===== src/rtl/res_collector_pkg.sv =====
// -----------------------------------------------------------------------------
// res_collector_pkg
//   Shared types and constants for the result collector.
//   - state_t    : collector FSM state (2-bit)
//   - CHECKSUM_W : width of the running checksum output
//   - count_w()  : width needed to hold an item count in 0..num
// -----------------------------------------------------------------------------
package res_collector_pkg;

    typedef enum logic [1:0] {
        IDLE    = 2'd0,
        COLLECT = 2'd1,
        DONE    = 2'd2
    } state_t;

    localparam int CHECKSUM_W = 16;

    // Count must represent NUM itself (the "full" value), hence num+1.
    function automatic int count_w(input int num);
        return $clog2(num + 1);
    endfunction

endpackage


===== src/rtl/res_buffer.sv =====
// -----------------------------------------------------------------------------
// res_buffer
//   NUM x ITEM_WIDTH register array with a single write port and a flat
//   packed read port exposing every slot at once.
// Ports
//   clk_i      : clock, writes on posedge
//   reset_ni   : asynchronous active-low reset, clears every slot
//   wr_en_i    : write strobe
//   wr_idx_i   : slot to write (must be < NUM when wr_en_i is high)
//   wr_data_i  : item to store
//   payload_o  : slot k at [k*ITEM_WIDTH +: ITEM_WIDTH]
// -----------------------------------------------------------------------------
module res_buffer
    import res_collector_pkg::*;
#(
    parameter int NUM        = 100,
    parameter int ITEM_WIDTH = 8,
    parameter int IDX_W      = (NUM > 1) ? $clog2(NUM) : 1
) (
    input  logic                      clk_i,
    input  logic                      reset_ni,
    input  logic                      wr_en_i,
    input  logic [IDX_W-1:0]          wr_idx_i,
    input  logic [ITEM_WIDTH-1:0]     wr_data_i,
    output logic [NUM*ITEM_WIDTH-1:0] payload_o
);

    // Plain registers rather than block RAM: the whole buffer is read in
    // parallel through payload_o and must clear on reset.
    genvar gi;
    generate
        for (gi = 0; gi < NUM; gi++) begin : g_slot
            logic [ITEM_WIDTH-1:0] slot_reg;

            always_ff @(posedge clk_i or negedge reset_ni) begin
                if (!reset_ni) begin
                    slot_reg <= '0;
                end else if (wr_en_i && (wr_idx_i == IDX_W'(gi))) begin
                    slot_reg <= wr_data_i;
                end
            end

            assign payload_o[gi*ITEM_WIDTH +: ITEM_WIDTH] = slot_reg;
        end
    endgenerate

endmodule


===== src/rtl/res_collector.sv =====
// -----------------------------------------------------------------------------
// res_collector
//   Captures the bfm result stream into a packed payload buffer. Collects NUM
//   items, then raises done_o so the whole buffer can be read in one transfer.
// Ports
//   clk_i      : clock, all state updates on posedge
//   reset_ni   : asynchronous active-low reset
//   start_i    : one-cycle pulse, begin or restart a run
//   valid_i    : res_i carries a result this cycle
//   res_i      : result item
//   ready_o    : collector accepts an item this cycle (registered, state only)
//   payload_o  : packed buffer, item k at [k*ITEM_WIDTH +: ITEM_WIDTH]
//   count_o    : items accepted in the current run (0..NUM)
//   done_o     : run complete, payload stable
//   overflow_o : sticky, valid_i seen while in DONE
//   checksum_o : 16-bit wrapping sum of accepted items
// Configuration
//   RES_COLLECTOR_CHECKSUM_EN : when defined, checksum_o is the running sum;
//                               otherwise checksum_o is tied to 0.
// -----------------------------------------------------------------------------
module res_collector
    import res_collector_pkg::*;
#(
    parameter int NUM        = 100,
    parameter int ITEM_WIDTH = 8
) (
    input  logic                      clk_i,
    input  logic                      reset_ni,
    input  logic                      start_i,
    input  logic                      valid_i,
    input  logic [ITEM_WIDTH-1:0]     res_i,
    output logic                      ready_o,
    output logic [NUM*ITEM_WIDTH-1:0] payload_o,
    output logic [count_w(NUM)-1:0]   count_o,
    output logic                      done_o,
    output logic                      overflow_o,
    output logic [CHECKSUM_W-1:0]     checksum_o
);

    localparam int CW = count_w(NUM);
    localparam int IW = (NUM > 1) ? $clog2(NUM) : 1;

    state_t        state_reg;
    logic          ready_reg;
    logic          done_reg;
    logic          overflow_reg;
    logic [CW-1:0] count_reg;
    logic          wr_en;

    // A beat is stored only in COLLECT and only if no restart is requested in
    // the same cycle. In COLLECT count_reg < NUM, so the slot is in range.
    assign wr_en = (state_reg == COLLECT) && valid_i && !start_i;

    always_ff @(posedge clk_i or negedge reset_ni) begin
        if (!reset_ni) begin
            state_reg    <= IDLE;
            ready_reg    <= 1'b0;
            done_reg     <= 1'b0;
            overflow_reg <= 1'b0;
            count_reg    <= '0;
        end else begin
            case (state_reg)
                IDLE: begin
                    if (start_i) begin
                        state_reg <= COLLECT;
                        ready_reg <= 1'b1;
                        count_reg <= '0;
                    end
                end
                COLLECT: begin
                    if (start_i) begin
                        count_reg <= '0;
                    end else if (valid_i) begin
                        count_reg <= count_reg + 1'b1;
                        if (count_reg == CW'(NUM - 1)) begin
                            state_reg <= DONE;
                            ready_reg <= 1'b0;
                            done_reg  <= 1'b1;
                        end
                    end
                end
                DONE: begin
                    if (start_i) begin
                        state_reg    <= COLLECT;
                        ready_reg    <= 1'b1;
                        done_reg     <= 1'b0;
                        overflow_reg <= 1'b0;
                        count_reg    <= '0;
                    end else if (valid_i) begin
                        overflow_reg <= 1'b1;
                    end
                end
                default: begin
                    state_reg <= IDLE;
                    ready_reg <= 1'b0;
                    done_reg  <= 1'b0;
                end
            endcase
        end
    end

`ifdef RES_COLLECTOR_CHECKSUM_EN
    logic [CHECKSUM_W-1:0] checksum_reg;

    // Every start clears the sum regardless of state; accepts add to it.
    always_ff @(posedge clk_i or negedge reset_ni) begin
        if (!reset_ni) begin
            checksum_reg <= '0;
        end else if (start_i) begin
            checksum_reg <= '0;
        end else if (wr_en) begin
            checksum_reg <= checksum_reg + CHECKSUM_W'(res_i);
        end
    end

    assign checksum_o = checksum_reg;
`else
    assign checksum_o = '0;
`endif

    res_buffer #(
        .NUM        (NUM),
        .ITEM_WIDTH (ITEM_WIDTH),
        .IDX_W      (IW)
    ) u_buffer (
        .clk_i     (clk_i),
        .reset_ni  (reset_ni),
        .wr_en_i   (wr_en),
        .wr_idx_i  (count_reg[IW-1:0]),
        .wr_data_i (res_i),
        .payload_o (payload_o)
    );

    assign ready_o    = ready_reg;
    assign done_o     = done_reg;
    assign overflow_o = overflow_reg;
    assign count_o    = count_reg;

endmodule


===== config.mk =====
export PLATFORM = sky130hd
export DESIGN_NAME = res_collector
export DESIGN_NICKNAME = d
export VERILOG_FILES = /design/src/rtl/res_collector_pkg.sv /design/src/rtl/res_buffer.sv /design/src/rtl/res_collector.sv
export SDC_FILE = /design/constraint.sdc
export NUM_CORES = 1
export LEC_CHECK = 0
export ABC_AREA = 1
export BUFFER_PORTS_ARGS = -buffer_cell sky130_fd_sc_hd__buf_2
export CORE_AREA = 4 4 322 324
export DETAILED_ROUTE_END_ITERATION = 7
export DIE_AREA = 0 0 326 328
export PLACE_DENSITY = 0.46
export SYNTH_ARGS = -nofsm -noshare
export SYNTH_HDL_FRONTEND = slang
export SYNTH_SLANG_ARGS = --single-unit

===== constraint.sdc =====
create_clock -name clk_i -period 2.1 [get_ports clk_i]
set_input_delay 0.315 -clock clk_i [delete_from_list [all_inputs] [get_ports clk_i]]
set_output_delay 0.315 -clock clk_i [all_outputs]
set_load 0.005 [all_outputs]

==> flow_summary.yaml <==
clock_network:
  cts_buffers: 92
  clkSinkCount: 812
  cts_tree: "done"
  clockBufferDepth: 3
  clock_latency_ns: 0.65
  cts-root-buf: "clkbuf_16"
  post_cts_buffers: 0
  path_clk_slew_ns: 0.06
  cts-htree-levels: 3
routing:
  drtIter0Drc: 1556
  routed_via_density: 4.55
  routed_wirelength_um: 118000
  ant_nets: 0
  vias: 23700
  drc: 0
  first_pass_iters: 7
  wl_per_cell_um: 22.7
grt:
  track_usage_pct: 21.5
  grt_antenna_before_repair: 0
  grt_max_degree: 92
  met2_usage_pct: 35.7
  gr-max-usage-layer: "met2"
  use_met1_pct: 27.3
  grt_pass1_vias: 22900
  grt_pass1_wl_um: 170000
  overflow: 0
  use_met3_pct: 5.73
final_layout:
  final_common_cell: "nand2_1"
  post-route-util_pct: 39.0
  final_cell_mix: "nand2_1 (923), buf_2 (820), dfrtp_1 (811)"
  largest_reg_flops: 800
  final_layout_size_suffix_gt1_share_pct: 30.7
  syn_to_final_growth_pct: 34.4
  fin_nets: 3788
worst_setup_path:
  cp-startpoint: "count_o[0]"
  endpoint: "u_buffer.g_slot[96].slot_reg[3]"
  critPathArrivalTime_ns: 2.56
  critPathLaunchType: "register"
  cp_max_fo: 16
  cp-end-kind: "register"
  cp.required_ns: 2.60
  r2r_end: "u_buffer.g_slot[96].slot_reg[3]"
  path_class: "register to register"
  r2r_cells: 8
  r2r_start: "count_o[0]"
  reg2reg_slack_ns: 0.05
logic_synthesis:
  syn_inst: 2883
  yosys_warnings: 0
  netlist_area_um2: 29400
  synth_area_per_cell_um2: 10.2
  synth.distinct_cells: 24
  synth-seq-cells: 812
  yosysSeqAreaShare_pct: 69.2
timing:
  period_needed_ns: 2.05
  hold_viol: 0
  max-slew-margin-rel_pct: 63.4
  min_period_over_period_pct: 97.8
  finalClockSkew_ns: 0.0172
  max_freq_ghz: 0.487
  drv_slew: 0
  whs_ns: 0.111
  finalSetupTns_ns: 0
  worst_slew_pin_slew_ns: 0.548
  rsz0062_at_grt: "yes"
  setup-violations-final: 0
place:
  port_buffers: 821
  hpwl_um: 83500
  place_congestion: 0.803
floorplan:
  coreArea_um2: 101000
  row_count: 117
  design.die.area_um2: 107000
  die_w_um: 326
  start_util_pct: 29.0
  die_y_um: 328
  io_pins: 838
power:
  powerDensity_nw_per_um2: 892
  ir_worst_vdd_v: 0.000540
  leakagePower_uw: 0.0207
hold_path:
  hold_path.class: "primary input to register"
job:
  drv_cap: 0
run_status:
  status: "finished, final reports clean"
==> worst max-delay path: stages, from the launching register on <==
cell,delay (ns)
dfrtp_1,0.41
inv_1,0.14
ha_1,0.25
nand2_1,0.16
nor2_1,0.13
buf_4,0.22
nand2_1,0.32
nand2_1,0.16
o21ai_0,0.10
==> routing by layer <==
metal  routed length (um)  share of wire, %
met1                49500                42
met2                56700                48
met3                 8230               7.0
met4                 3730               3.2
met5                    0                 0
==> cell families (layout without fill, tap and decap cells) <==
kind of cell	Yosys count	after routing	share of synthesized area [%]
flops	812	812	69.2
fa+ha+maj	4	4	0.171
simple gates	1021	1021	13.4
buf+inv	237	1180	3.45
compound gates	808	808	13.8
other cells	1	17	0.0128
==> power breakdown <==
part	switching, uW	internal, uW	total (uW)	leakage, uW
clock	6530	10100	16600	0.00155
sequential	230	16000	16300	0.0113
combinational	1620	720	2340	0.00780
total	8370	26800	35200	0.0207
==> cell usage after synthesis <==
library cell  number  area share [%]
a21oi_1            3           0.051
a31oi_1            2           0.043
buf_2             26            0.44
buf_4             18            0.46
buf_6              3            0.12
clkbuf_1         163             2.1
clkinv_1           8            0.10
conb_1             1           0.013
dfrtp_1          812              69
ha_1               4            0.17
inv_1             18            0.23
inv_2              1           0.013
nand2_1          942              12
nand2_2            2           0.043
nand3_1           13            0.22
nand3_2            1           0.034
nand4_1            3           0.064
nor2_1            47            0.60
nor2_2            10            0.21
nor3_4             2            0.11
o21ai_0          777              13
o21ai_1           25            0.43
o21bai_1           1           0.026
or2_1              1           0.021
==> layout make-up <==
class                           instances  area [um2]
Tap cell                             1368        1710
Fill cell                           10200       61700
Antenna cell                            1        2.50
Multi-Input combinational cell       1849        8140
Clock buffer                          131        2710
Inverter                               27         125
Sequential cell                       812       20300
Clock inverter                         32         403
Timing Repair Buffer                  990        6030
==> how the worst min path moves through the flow <==
stage | start | end | slack, ns | cells after the start
2_1_floorplan | reset_ni | count_o[0] | 0.02 | 0
3_3_place_gp | reset_ni | u_buffer.g_slot[87].slot_reg[1] | 0.20 | 1
3_5_place_dp | reset_ni | u_buffer.g_slot[87].slot_reg[1] | 0.19 | 1
4_1_cts | res_i[4] | u_buffer.g_slot[6].slot_reg[4] | 0.06 | 3
5_1_grt | res_i[4] | u_buffer.g_slot[6].slot_reg[4] | 0.09 | 3
6_report | res_i[4] | u_buffer.g_slot[6].slot_reg[4] | 0.11 | 3
==> repair_timing <==
action                                  in CTS  in global routing
endpoints found under the hold margin      512                  0
endpoints found under the setup margin       0                272
hold buffers                                 4                  0
gates resized for setup                      0                 31
==> metrics by stage <==
stage | setup WS (ns) | instances | instance area (um2) | power [uW]
2_1_floorplan | 0.432 | 2898 | 29400 | 17300
3_3_place_gp | 0.0657 | 5042 | 36200 | 18900
3_5_place_dp | 0.0342 | 5042 | 36200 | 18900
4_1_cts | 0.00459 | 5209 | 39400 | 35700
5_1_grt | -0.176 | 5209 | 39400 | 36600
6_report | 0.0471 | 5210 | 39400 | 35200
(Power assumes the default switching activity.)
